File: config.mk
export PLATFORM = sky130hd
export DESIGN_NAME = axi_burst_master
export DESIGN_NICKNAME = d
export VERILOG_FILES = /design/src/rtl/axi_burst_pkg.sv /design/src/rtl/axi_burst_master_beat_addr.sv /design/src/rtl/axi_burst_master.sv
export SDC_FILE = /design/constraint.sdc
export NUM_CORES = 1
export LEC_CHECK = 0
export BUFFER_PORTS_ARGS = -buffer_cell sky130_fd_sc_hd__buf_4
export CAP_MARGIN = 30
export CELL_PAD_IN_SITES_DETAIL_PLACEMENT = 1
export CELL_PAD_IN_SITES_GLOBAL_PLACEMENT = 1
export CORE_AREA = 2 2 132 160
export CTS_CLUSTER_DIAMETER = 40
export CTS_CLUSTER_SIZE = 14
export DETAILED_ROUTE_END_ITERATION = 10
export DIE_AREA = 0 0 134 162
export PLACE_DENSITY = 0.91
export SLEW_MARGIN = 25
export SYNTH_ARGS = -nofsm -noshare
export SYNTH_HDL_FRONTEND = slang
export SYNTH_HIERARCHICAL = 1
export SYNTH_SLANG_ARGS = --single-unit
export TNS_END_PERCENT = 1
File: constraint.sdc
create_clock -name ACLK -period 3.6 [get_ports ACLK]
set_input_delay 0.54 -clock ACLK [delete_from_list [all_inputs] [get_ports ACLK]]
set_output_delay 0.54 -clock ACLK [all_outputs]
set_load 0.03 [all_outputs]
File: src/rtl/axi_burst_pkg.sv
// Shared types, widths and command legality check for the AXI burst master.
package axi_burst_pkg;

  localparam int LEN_W   = 4;
  localparam int SIZE_W  = 3;
  localparam int BURST_W = 2;
  localparam int RESP_W  = 2;

  typedef enum logic [BURST_W-1:0] {
    BURST_FIXED = 2'd0,
    BURST_INCR  = 2'd1,
    BURST_WRAP  = 2'd2,
    BURST_RSVD  = 2'd3
  } burst_e;

  typedef enum logic [RESP_W-1:0] {
    RESP_OKAY   = 2'd0,
    RESP_EXOKAY = 2'd1,
    RESP_SLVERR = 2'd2,
    RESP_DECERR = 2'd3
  } resp_e;

  typedef logic [2:0] state_t;
  localparam state_t ST_IDLE = 3'd0;
  localparam state_t ST_AW   = 3'd1;
  localparam state_t ST_W    = 3'd2;
  localparam state_t ST_B    = 3'd3;
  localparam state_t ST_AR   = 3'd4;
  localparam state_t ST_R    = 3'd5;

  function automatic logic legal_cmd(input logic [SIZE_W-1:0]  size,
                                     input logic [BURST_W-1:0] burst,
                                     input logic [LEN_W-1:0]   len,
                                     input logic [SIZE_W-1:0]  max_size);
    logic ok;
    ok = (size <= max_size) && (burst != BURST_RSVD);
    if (burst == BURST_WRAP)
      ok = ok && (len == 4'd1 || len == 4'd3 || len == 4'd7 || len == 4'd15);
    return ok;
  endfunction

endpackage

File: src/rtl/axi_burst_master_beat_addr.sv
// Combinational next-beat address for FIXED, INCR and WRAP bursts.
module axi_beat_addr
  import axi_burst_pkg::*;
#(
  parameter int ADDR_WIDTH = 32
) (
  input  logic [ADDR_WIDTH-1:0] i_addr,
  input  logic [LEN_W-1:0]      i_len,
  input  logic [SIZE_W-1:0]     i_size,
  input  logic [BURST_W-1:0]    i_burst,
  output logic [ADDR_WIDTH-1:0] o_next_addr
);

  logic [ADDR_WIDTH-1:0] w_incr;
  logic [ADDR_WIDTH-1:0] w_wrap_mask;

  assign w_incr = i_addr + (ADDR_WIDTH'(1) << i_size);
  // Wrap container is (len+1) beats; it is aligned, so the upper bits of any
  // address inside it identify the container.
  assign w_wrap_mask = ((ADDR_WIDTH'(i_len) + ADDR_WIDTH'(1)) << i_size) - ADDR_WIDTH'(1);

  // NOTE: every output of a combinational block gets a default first, so no
  // path through the case can leave it unassigned and infer a latch.
  always_comb begin
    o_next_addr = i_addr;
    case (i_burst)
      BURST_INCR: o_next_addr = w_incr;
      BURST_WRAP: o_next_addr = (i_addr & ~w_wrap_mask) | (w_incr & w_wrap_mask);
      default:    o_next_addr = i_addr;
    endcase
  end

endmodule

File: src/rtl/axi_burst_master.sv
// Single-command AXI burst engine: one write (AW/W/B) or read (AR/R) burst per command.
module axi_burst_master
  import axi_burst_pkg::*;
#(
  parameter int DATA_WIDTH = 32,
  parameter int ADDR_WIDTH = 32,
  parameter int TIMEOUT    = 16
) (
  input  logic                    ACLK,
  input  logic                    ARESET,
  input  logic                    cmd_valid,
  output logic                    cmd_ready,
  input  logic                    cmd_write,
  input  logic [ADDR_WIDTH-1:0]   cmd_addr,
  input  logic [LEN_W-1:0]        cmd_len,
  input  logic [SIZE_W-1:0]       cmd_size,
  input  logic [BURST_W-1:0]      cmd_burst,
  input  logic                    wd_valid,
  output logic                    wd_ready,
  input  logic [DATA_WIDTH-1:0]   wd_data,
  input  logic [DATA_WIDTH/8-1:0] wd_strb,
  output logic                    rd_valid,
  input  logic                    rd_ready,
  output logic [DATA_WIDTH-1:0]   rd_data,
  output logic [ADDR_WIDTH-1:0]   rd_addr,
  output logic                    rd_last,
  output logic                    done,
  output logic [RESP_W-1:0]       resp,
  output logic                    cmd_err,
  output logic                    timeout_err,
  output logic                    last_err,
  output logic [ADDR_WIDTH-1:0]   AWADDR,
  output logic [LEN_W-1:0]        AWLEN,
  output logic [SIZE_W-1:0]       AWSIZE,
  output logic [BURST_W-1:0]      AWBURST,
  output logic                    AWVALID,
  input  logic                    AWREADY,
  output logic [DATA_WIDTH-1:0]   WDATA,
  output logic [DATA_WIDTH/8-1:0] WSTRB,
  output logic                    WLAST,
  output logic                    WVALID,
  input  logic                    WREADY,
  input  logic [RESP_W-1:0]       BRESP,
  input  logic                    BVALID,
  output logic                    BREADY,
  output logic [ADDR_WIDTH-1:0]   ARADDR,
  output logic [LEN_W-1:0]        ARLEN,
  output logic [SIZE_W-1:0]       ARSIZE,
  output logic [BURST_W-1:0]      ARBURST,
  output logic                    ARVALID,
  input  logic                    ARREADY,
  input  logic [DATA_WIDTH-1:0]   RDATA,
  input  logic [RESP_W-1:0]       RRESP,
  input  logic                    RLAST,
  input  logic                    RVALID,
  output logic                    RREADY
);

  localparam logic [SIZE_W-1:0] MAX_SIZE = SIZE_W'($clog2(DATA_WIDTH/8));
  localparam int                TCNT_W   = $clog2(TIMEOUT + 1);

  state_t                r_state;
  state_t                w_state_next;
  logic [ADDR_WIDTH-1:0] r_addr;
  logic [LEN_W-1:0]      r_len;
  logic [LEN_W-1:0]      r_cnt;
  logic [SIZE_W-1:0]     r_size;
  logic [BURST_W-1:0]    r_burst;
  logic [RESP_W-1:0]     r_resp;
  logic [TCNT_W-1:0]     r_tcnt;
  logic                  r_done;
  logic                  r_cmd_err;
  logic                  r_timeout_err;
  logic                  r_last_err;

  logic                  w_cmd_hs, w_legal, w_accept;
  logic                  w_aw_hs, w_w_hs, w_b_hs, w_ar_hs, w_r_hs, w_any_hs;
  logic                  w_is_last, w_stall;
  logic [ADDR_WIDTH-1:0] w_next_addr;
  logic [RESP_W-1:0]     w_rresp_max;

  axi_beat_addr #(.ADDR_WIDTH(ADDR_WIDTH)) u_beat_addr (
    .i_addr      (r_addr),
    .i_len       (r_len),
    .i_size      (r_size),
    .i_burst     (r_burst),
    .o_next_addr (w_next_addr)
  );

  assign cmd_ready = (r_state == ST_IDLE);
  assign AWVALID   = (r_state == ST_AW);
  assign ARVALID   = (r_state == ST_AR);
  assign BREADY    = (r_state == ST_B);
  assign WVALID    = (r_state == ST_W) && wd_valid;
  assign wd_ready  = (r_state == ST_W) && WREADY;
  assign RREADY    = (r_state == ST_R) && rd_ready;
  assign rd_valid  = (r_state == ST_R) && RVALID;

  assign w_is_last = (r_cnt == r_len);
  assign WLAST     = (r_state == ST_W) && w_is_last;
  assign rd_last   = (r_state == ST_R) && w_is_last;

  assign {AWADDR, AWLEN, AWSIZE, AWBURST} = {r_addr, r_len, r_size, r_burst};
  assign {ARADDR, ARLEN, ARSIZE, ARBURST} = {r_addr, r_len, r_size, r_burst};
  assign WDATA   = wd_data;
  assign WSTRB   = wd_strb;
  assign rd_data = RDATA;
  assign rd_addr = r_addr;

  assign done        = r_done;
  assign resp        = r_resp;
  assign cmd_err     = r_cmd_err;
  assign timeout_err = r_timeout_err;
  assign last_err    = r_last_err;

  assign w_cmd_hs    = cmd_valid && cmd_ready;
  assign w_legal     = legal_cmd(cmd_size, cmd_burst, cmd_len, MAX_SIZE);
  assign w_accept    = w_cmd_hs && w_legal;
  assign w_aw_hs     = AWVALID && AWREADY;
  assign w_w_hs      = WVALID && WREADY;
  assign w_b_hs      = BREADY && BVALID;
  assign w_ar_hs     = ARVALID && ARREADY;
  assign w_r_hs      = RVALID && RREADY;
  assign w_any_hs    = w_aw_hs || w_w_hs || w_b_hs || w_ar_hs || w_r_hs;
  assign w_rresp_max = (RRESP > r_resp) ? RRESP : r_resp;

  always_comb begin
    w_state_next = r_state;
    w_stall      = 1'b0;
    case (r_state)
      ST_IDLE: if (w_accept) w_state_next = cmd_write ? ST_AW : ST_AR;
      ST_AW: begin
        w_stall = !AWREADY;
        if (w_aw_hs) w_state_next = ST_W;
      end
      ST_W: begin
        w_stall = wd_valid && !WREADY;
        if (w_w_hs && w_is_last) w_state_next = ST_B;
      end
      ST_B: begin
        w_stall = !BVALID;
        if (w_b_hs) w_state_next = ST_IDLE;
      end
      ST_AR: begin
        w_stall = !ARREADY;
        if (w_ar_hs) w_state_next = ST_R;
      end
      ST_R: begin
        w_stall = rd_ready && !RVALID;
        if (w_r_hs && w_is_last) w_state_next = ST_IDLE;
      end
      default: w_state_next = ST_IDLE;
    endcase
  end

  // NOTE: sequential state uses non-blocking assignments so every register
  // samples the pre-edge values, independent of statement order.
  always_ff @(posedge ACLK) begin
    if (ARESET) begin
      r_state       <= ST_IDLE;
      r_addr        <= '0;
      r_len         <= '0;
      r_cnt         <= '0;
      r_size        <= '0;
      r_burst       <= '0;
      r_resp        <= '0;
      r_tcnt        <= '0;
      r_done        <= 1'b0;
      r_cmd_err     <= 1'b0;
      r_timeout_err <= 1'b0;
      r_last_err    <= 1'b0;
    end else begin
      r_state   <= w_state_next;
      r_done    <= w_b_hs || (w_r_hs && w_is_last);
      r_cmd_err <= w_cmd_hs && !w_legal;

      if (w_accept) begin
        r_addr  <= cmd_addr;
        r_len   <= cmd_len;
        r_size  <= cmd_size;
        r_burst <= cmd_burst;
        r_cnt   <= '0;
        r_resp  <= '0;
      end

      if (w_w_hs || w_r_hs) begin
        r_addr <= w_next_addr;
        r_cnt  <= r_cnt + LEN_W'(1);
      end

      if (w_r_hs) begin
        r_resp <= w_rresp_max;
        if (RLAST != w_is_last) r_last_err <= 1'b1;
      end
      if (w_b_hs) r_resp <= BRESP;

      // Wait counter restarts on each new state and each handshake; it
      // saturates, the error is sticky and the engine keeps waiting.
      if (w_state_next != r_state || w_any_hs) begin
        r_tcnt <= '0;
      end else if (w_stall && r_tcnt != TCNT_W'(TIMEOUT)) begin
        r_tcnt <= r_tcnt + TCNT_W'(1);
        if (r_tcnt == TCNT_W'(TIMEOUT - 1)) r_timeout_err <= 1'b1;
      end
    end
  end

endmodule

==> run_results.csv, run 1 <==
group,metric,value,unit
synthesis,syn_area_per_cell,7.255,um2
pwr,p_seq_frac,0.343,
cells_and_area,num-nets-final,1067,
die,die_w,134,um
synthesis,ys_seq_area_frac,0.1852,
sta,rsz0062_at_grt,"false",
flow_run,drv_cap,0,
critical_path,startpoint_type,"register",
global_routing,overflow,0,
cts,post_cts_buffers,0,
cells_and_area,area_growth,15.87,%
sta,skew,0.009071,ns
die,pin_count,323,
critical_path,worstPathMaxFanout,4,
sta,worstMarginPinSlew,0.6694,ns
pwr,p_sw_frac,0.3324,
die,die_area,0.02171,mm2
pwr,power_density,285.1,mW/mm2
sta,finalSetupTns,0,ns
global_routing,grt_max_degree,56,
cells_and_area,instances_no_fill,1190,
die,num_rows,57,
cts,clk_pin_slew_worst_paths,0.05,ns
pwr,combPwrFrac,0.260,
synthesis,synth_cell_types,96,
die,fp.dieH,162,um
sta,hold_violations,0,
detailed_routing,drt_wl_total,22.68,mm
synthesis,synth-async-reset-ratio,0,
cts,htreeDepth,3,
cts,clkLatencyLatePin,0.34,ns
critical_path,critPathCaptureType,"register",
cts,cts_buffers,9,
sta,slew_headroom,0.5537,
critical_path,r2r_slack,0.27,ns
die,fp.coreArea,0.02004,mm2
sta,drv_slew,0,
pwr,p_leak,3.118,nW
synthesis,synthFlopType,"dfxtp_1",
place,dp_cells,1175,
sta,max_freq,0.3001,GHz
cells_and_area,diodes,0,
sta,finalCritPeriodShare,0.9256,
cts,clk_path_buf_depth,2,
critical_path,worstPathRequired,3.85,ns
global_routing,grt_use_total,0.2031,
detailed_routing,detail_route.wl_per_cell,19.06,um
critical_path,reg2regPathDepth,13,
synthesis,synth_area,0.006377,mm2
synthesis,synth.net_count,1025,
global_routing,grt_pass1_wl,35.31,mm
cts,clock_sinks,59,
detailed_routing,via_per_inst,5.490,
critical_path,critPathArrivalTime,3.58,ns
global_routing,grt_pass1_vias,6676,
hold_path,hold_depth,3,
synthesis,yosys_warnings,6,
detailed_routing,first_iter_violations,238,
pwr,clkPwrFrac,0.397,
status,status,"complete, no violations",
hold_path,hold_end,"ARBURST[0]",
hold_path,hp-class,"in2reg",
cells_and_area,layout_commonest_cell,"buf_4",
synthesis,synth-edff-count,0,
hold_path,holdCritStartpoint,"cmd_burst[0]",
sta,setup_viol,0,
critical_path,r2r-start,"ARLEN[0]",
place,dp_hpwl,17.37,mm
cells_and_area,layout-drive-gt1-share,0.2919,
place,portBuffers,186,
detailed_routing,drc,0,
pwr,ir_drop,0.1758,mV
cts,root_buffer,"clkbuf_16",
cts,tritoncts,"done",
global_routing,antenna_found_initial,0,
sta,min_period,3.332,ns
critical_path,worstSetupPathType,"reg2reg",
synthesis,ys_ff_latch,59,
place,place.gp.congestion,0.8764,
detailed_routing,ant_nets,0,
cells_and_area,final_cell_mix,"buf_4, nand2_1, nor2_1",
detailed_routing,dr.pass1.iters,4,
detailed_routing,num_vias,6533,
die,start_util,0.3182,
synthesis,syn_inst,879,
pwr,p_int,1.406,mW
critical_path,regToRegEndpoint,"ARADDR[11]",
pwr,switchingPower,0.7002,mW
-- what timing repair did --
action | CTS | global route
hold buffers | 0 | 0
resized for setup | 0 | 2
endpoints found under the setup margin | 0 | 8
-- power by group through the flow --
stage / combinational [mW] / sequential (mW) / clock, mW
after floorplan: 0.476 / 0.761 / 0
after global placement: 0.535 / 0.735 / 0
after detailed placement: 0.545 / 0.737 / 0
after CTS: 0.547 / 0.723 / 0.862
after global routing: 0.585 / 0.728 / 0.883
final: 0.547 / 0.723 / 0.837
-- worst max path at each step --
| stage | from | to | slack (ns) | cells after the start |
|---|---|---|---|---|
| after floorplan | ARSIZE[2] | ARADDR[28] | 0.08 | 16 |
| after global placement | ARSIZE[0] | ARADDR[11] | 0.37 | 13 |
| after detailed placement | ARSIZE[0] | ARADDR[11] | 0.24 | 13 |
| after CTS | ARSIZE[0] | ARADDR[11] | 0.19 | 13 |
| after global routing | ARSIZE[0] | ARADDR[11] | 0.04 | 13 |
| final | ARLEN[0] | ARADDR[11] | 0.27 | 13 |
-- registers in the layout (all words and copies together) (netlist names) --
name         flops
ARBURST          2
r_state          3
r_tcnt           5
last_err         1
done             1
ARADDR          32
ARLEN            4
ARSIZE           3
r_cnt            4
timeout_err      1
cmd_err          1
resp             2
-- metrics by stage --
| step | hold WS (ns) | total power, mW | utilization | instance area [um2] | worst slack, ns |
|---|---|---|---|---|---|
| 2_1_floorplan | 0.4693 | 1.236 | - | 6377 | 0.08486 |
| 3_3_place_gp | 0.4478 | 1.270 | 0.3544 | 7102 | 0.3746 |
| 3_5_place_dp | 0.4595 | 1.282 | 0.3544 | 7102 | 0.2438 |
| 4_1_cts | 0.4528 | 2.132 | 0.3684 | 7383 | 0.1938 |
| 5_1_grt | 0.4801 | 2.196 | 0.3687 | 7390 | 0.03999 |
| 6_report | 0.4632 | 2.106 | 0.3687 | 7390 | 0.2677 |
-- routing by layer --
metal	global-route usage	up-vias	part of all wire
li1	-	3088	-
met1	0.2260	3169	0.40
met2	0.3781	205	0.52
met3	0.02996	71	0.049
met4	0.09284	0	0.032
met5	0	-	0
-- synthesized netlist by cell type (7+ instances only) --
master,number,area share
a211oi_1,9,0.011
nor3_1,19,0.015
dfxtp_1,59,0.19
nand2_1,127,0.075
a311oi_1,33,0.045
xnor2_1,16,0.022
o211ai_1,8,0.0094
and3_1,9,0.0088
xor2_1,8,0.011
o21ai_1,7,0.0055
clkbuf_1,34,0.020
nor2b_1,9,0.0088
a21oi_1,54,0.042
o21ai_0,17,0.013
and2_1,8,0.0078
nand4_1,10,0.0098
buf_4,142,0.17
ha_1,20,0.039
nor2_1,93,0.055
nand3_1,25,0.020
inv_1,22,0.013
buf_2,7,0.0055
-- cells by family (layout without fill, tap and decap cells) --
logic type / after synthesis / after routing / share of synthesized area
xor gates and xnor gates: 24 / 24 / 0.03296
buffers and inverters: 210 / 256 / 0.2137
adders and majority gates: 21 / 21 / 0.04238
muxes: 8 / 8 / 0.01354
DFF: 59 / 59 / 0.1852
and+or+nand+nor: 346 / 346 / 0.2649
AOI/OAI and AO/OA: 211 / 211 / 0.2474
-- cell type report --
class / instances / area (um2)
fill: 2507 / 12650
clock inverter: 1 / 7.507
multi-input combinational: 610 / 3855
timing repair buffer: 219 / 1657
sequential: 59 / 1182
clock buffer: 14 / 274.0
inverter: 22 / 82.58
tap: 265 / 331.6
-- worst max-delay path, cell delays in order (launching register included) --
cell and delay [ns]:
dfxtp_1 0.31, ha_1 0.24, and2_1 0.18, a211o_1 0.32, and4_1 0.23, o31ai_1 0.39, nand4b_1 0.21, nor3_1 0.23
ha_1 0.29, a21oi_1 0.16, a21oi_1 0.08, o32ai_1 0.29, nor2_1 0.08, a311oi_1 0.24
No activity file was read; power rests on OpenSTA's default activity.
==> inputs of run 2 (changes only) <==
ABC_AREA = 1   (was unset)
CORE_AREA = 2 2 138 167   (was 2 2 132 160)
DIE_AREA = 0 0 140 169   (was 0 0 134 162)
==> run 2 against run 1 <==
Against the previous run: the flow now finishes with violations (DRC); sequential share of layout area fell by 0.97 points; register-to-register slack improved by 0.03 ns; combinational power rose by 120%; worst hold slack got worse by 0.0021 ns; count of clock-buffer cells in the layout fell by 3; clock power rose by 4.1%; power rose by 37%; synthesized cell count rose by 27%; non-clock buffer count fell by 20; utilization fell by 1.3 points; critical endpoint is now ARADDR[28]; largest cell class unchanged; highest routed layer unchanged.
==> run_results.csv, run 2 <==
group,metric,value,unit
critical_path,worstPathRequired,3.87,ns
cells_and_area,diodes,0,
cells_and_area,largest_reg_flops,32,
global_routing,grt_pass1_wl,38.48,mm
detailed_routing,drt_wl_total,24.80,mm
die,pin_count,323,
synthesis,synth-edff-count,0,
cells_and_area,num-fill-cells,2904,
detailed_routing,num_vias,7386,
critical_path,startpoint_type,"register",
global_routing,grt_use_total,0.2045,
die,fp.dieH,169,um
global_routing,antenna_found_initial,0,
cts,htreeDepth,3,
synthesis,synth_area,0.006977,mm2
synthesis,synth.net_count,1266,
detailed_routing,ant_nets,0,
hold_path,holdCritStartpoint,"timeout_err",
cells_and_area,fin_area,0.007869,mm2
synthesis,synth_cell_types,52,
critical_path,r2r_slack,0.30,ns
cts,root_buffer,"clkbuf_16",
place,portBuffers,186,
hold_path,hold_depth,2,
pwr,ir_drop,0.2338,mV
sta,drv_slew,0,
sta,finalCritPeriodShare,0.9161,
synthesis,ys_ff_latch,59,
detailed_routing,dr.pass1.iters,9,
global_routing,grt_max_degree,41,
sta,rsz0062_at_grt,"false",
cts,post_cts_resized,0,
critical_path,reg2regPathDepth,17,
sta,whs,0.4611,ns
critical_path,worstSetupPathType,"reg2reg",
sta,worstMarginPinSlew,0.8002,ns
synthesis,synthDominantCellAreaShare,0.1693,
place,placed_area,0.007585,mm2
die,die_area,0.02366,mm2
synthesis,yosysTopAreaCell,"dfxtp_1",
flow_run,drv_cap,0,
die,fp.coreArea,0.02215,mm2
die,die_w,140,um
sta,slew_headroom,0.4659,
synthesis,ys_top_cells_by_area,"dfxtp_1, buf_4, nand2_1, inv_1, nand3_1",
synthesis,synthFlopType,"dfxtp_1",
cells_and_area,num-nets-final,1297,
pwr,p_leak,3.831,nW
sta,finalSetupTns,0,ns
critical_path,r2r-start,"ARSIZE[1]",
cts,cts_hold_buf,0,
die,start_util,0.3150,
global_routing,overflow,0,
place,place.gp.congestion,0.9335,
cells_and_area,area_growth,12.79,%
detailed_routing,first_iter_violations,408,
pwr,power_density,366.3,mW/mm2
synthesis,yosys_warnings,6,
cells_and_area,layout_commonest_cell,"nand2_1",
critical_path,worstPathMaxFanout,9,
critical_path,regToRegEndpoint,"ARADDR[28]",
cts,clk_pin_slew_worst_paths,0.06,ns
detailed_routing,detail_route.wl_per_cell,17.30,um
place,dp_hpwl,19.16,mm
hold_path,hp-class,"reg2reg",
cts,clkLatencyLatePin,0.34,ns
synthesis,ys_seq_area_frac,0.1693,
die,num_rows,60,
detailed_routing,drc,22,
synthesis,syn_inst,1120,
critical_path,critPathArrivalTime,3.57,ns
synthesis,synth.most_common_cell,"nand2_1",
sta,setup_viol,0,
sta,skew,0.008166,ns
hold_path,hold_end,"timeout_err",
cts,cts_buffers,9,
sta,hold_violations,0,
cells_and_area,final_cell_mix,"nand2_1, buf_4, inv_1",
status,status,"complete, but fails checks",
synthesis,syn_area_per_cell,6.229,um2
cts,post_cts_buffers,0,
status,violations,"DRC",
cells_and_area,layout-drive-gt1-share,0.2626,
sta,max_freq,0.3032,GHz
cts,clock_sinks,59,
cts,clk_path_buf_depth,2,
global_routing,grt_pass1_vias,7487,
synthesis,synth-async-reset-ratio,0,
detailed_routing,via_per_inst,5.154,
sta,min_period,3.298,ns
cells_and_area,fin_util,0.3553,
critical_path,critPathCaptureType,"register",
synthesis,ys_top_cells_by_count,"nand2_1, buf_4, inv_1",
cts,tritoncts,"done",
[run 2: cell types whose count changed in the layout (fill, tap and decap cells not counted), moves of 30 or more]
cell / delta
nand2_1: +162
inv_1: +98
o21ai_0: +51
a311oi_1: -32
a31oi_1: +32
nor2_1: -30
nand3_1: +56
[run 2: final cells by class]
class | instances | area [um2] | share of cell area
flip-flops and latches | 59 | 1182 | 0.1503
repair buffers | 199 | 1506 | 0.1914
clock inverters | 3 | 40.04 | 0.005088
multi-input cells | 748 | 4041 | 0.5136
clock buffers | 11 | 242.7 | 0.03085
inverters | 134 | 506.7 | 0.06440
well taps | 279 | 349.1 | 0.04436
[run 2: metrics by stage]
stage | instances | setup WS [ns] | power (mW)
2_1_floorplan | 1120 | 0.7581 | 1.819
3_3_place_gp | 1419 | 0.5270 | 1.984
3_5_place_dp | 1419 | 0.2999 | 2.022
4_1_cts | 1433 | 0.2829 | 2.905
5_1_grt | 1433 | 0.05097 | 3.031
6_report | 1433 | 0.3021 | 2.882
[run 2: critical path, stage by stage (launching register included)]
cell	delay, ns
dfxtp_1	0.39
inv_1	0.23
nand2_1	0.12
nor2_1	0.23
fa_1	0.28
nand3_1	0.09
nand2_1	0.14
inv_2	0.05
o21ai_2	0.24
nand2_1	0.20
nor3_2	0.27
nand2_1	0.13
xor2_1	0.18
o21ai_0	0.20
inv_1	0.07
a21oi_1	0.14
nand2_1	0.07
a31oi_1	0.19
[run 2: cell families (layout without fill, tap and decap cells)]
| family | count (synthesis) | after routing | synth area share |
|---|---|---|---|
| simple gates | 522 | 522 | 0.3537 |
| fa+ha+maj | 21 | 21 | 0.03874 |
| buf+inv | 313 | 347 | 0.2514 |
| xor+xnor | 30 | 30 | 0.03766 |
| flops | 59 | 59 | 0.1693 |
| compound gates | 175 | 175 | 0.1492 |
[run 2: how the worst max path moves through the flow]
stage / cells after the start / from / to
2_1_floorplan: 18 / ARLEN[0] / ARADDR[11]
3_3_place_gp: 16 / ARSIZE[2] / ARADDR[28]
3_5_place_dp: 16 / ARSIZE[2] / ARADDR[28]
4_1_cts: 16 / ARSIZE[2] / ARADDR[28]
5_1_grt: 17 / ARSIZE[1] / ARADDR[28]
6_report: 17 / ARSIZE[1] / ARADDR[28]
[run 2: layer usage]
layer / vias up / GRT usage / share of wire
li1: 3531 / - / -
met1: 3540 / 0.2138 / 0.37
met2: 255 / 0.3922 / 0.53
met3: 60 / 0.04470 / 0.064
met4: 0 / 0.08696 / 0.032
met5: - / 0 / 0
[run 2: where the power goes]
part / leakage [nW] / total, mW / switching, mW / internal (mW)
Combinational: 3.21 / 1.19 / 0.782 / 0.409
Sequential: 0.480 / 0.820 / 0.116 / 0.704
Clock: 0.141 / 0.871 / 0.326 / 0.545
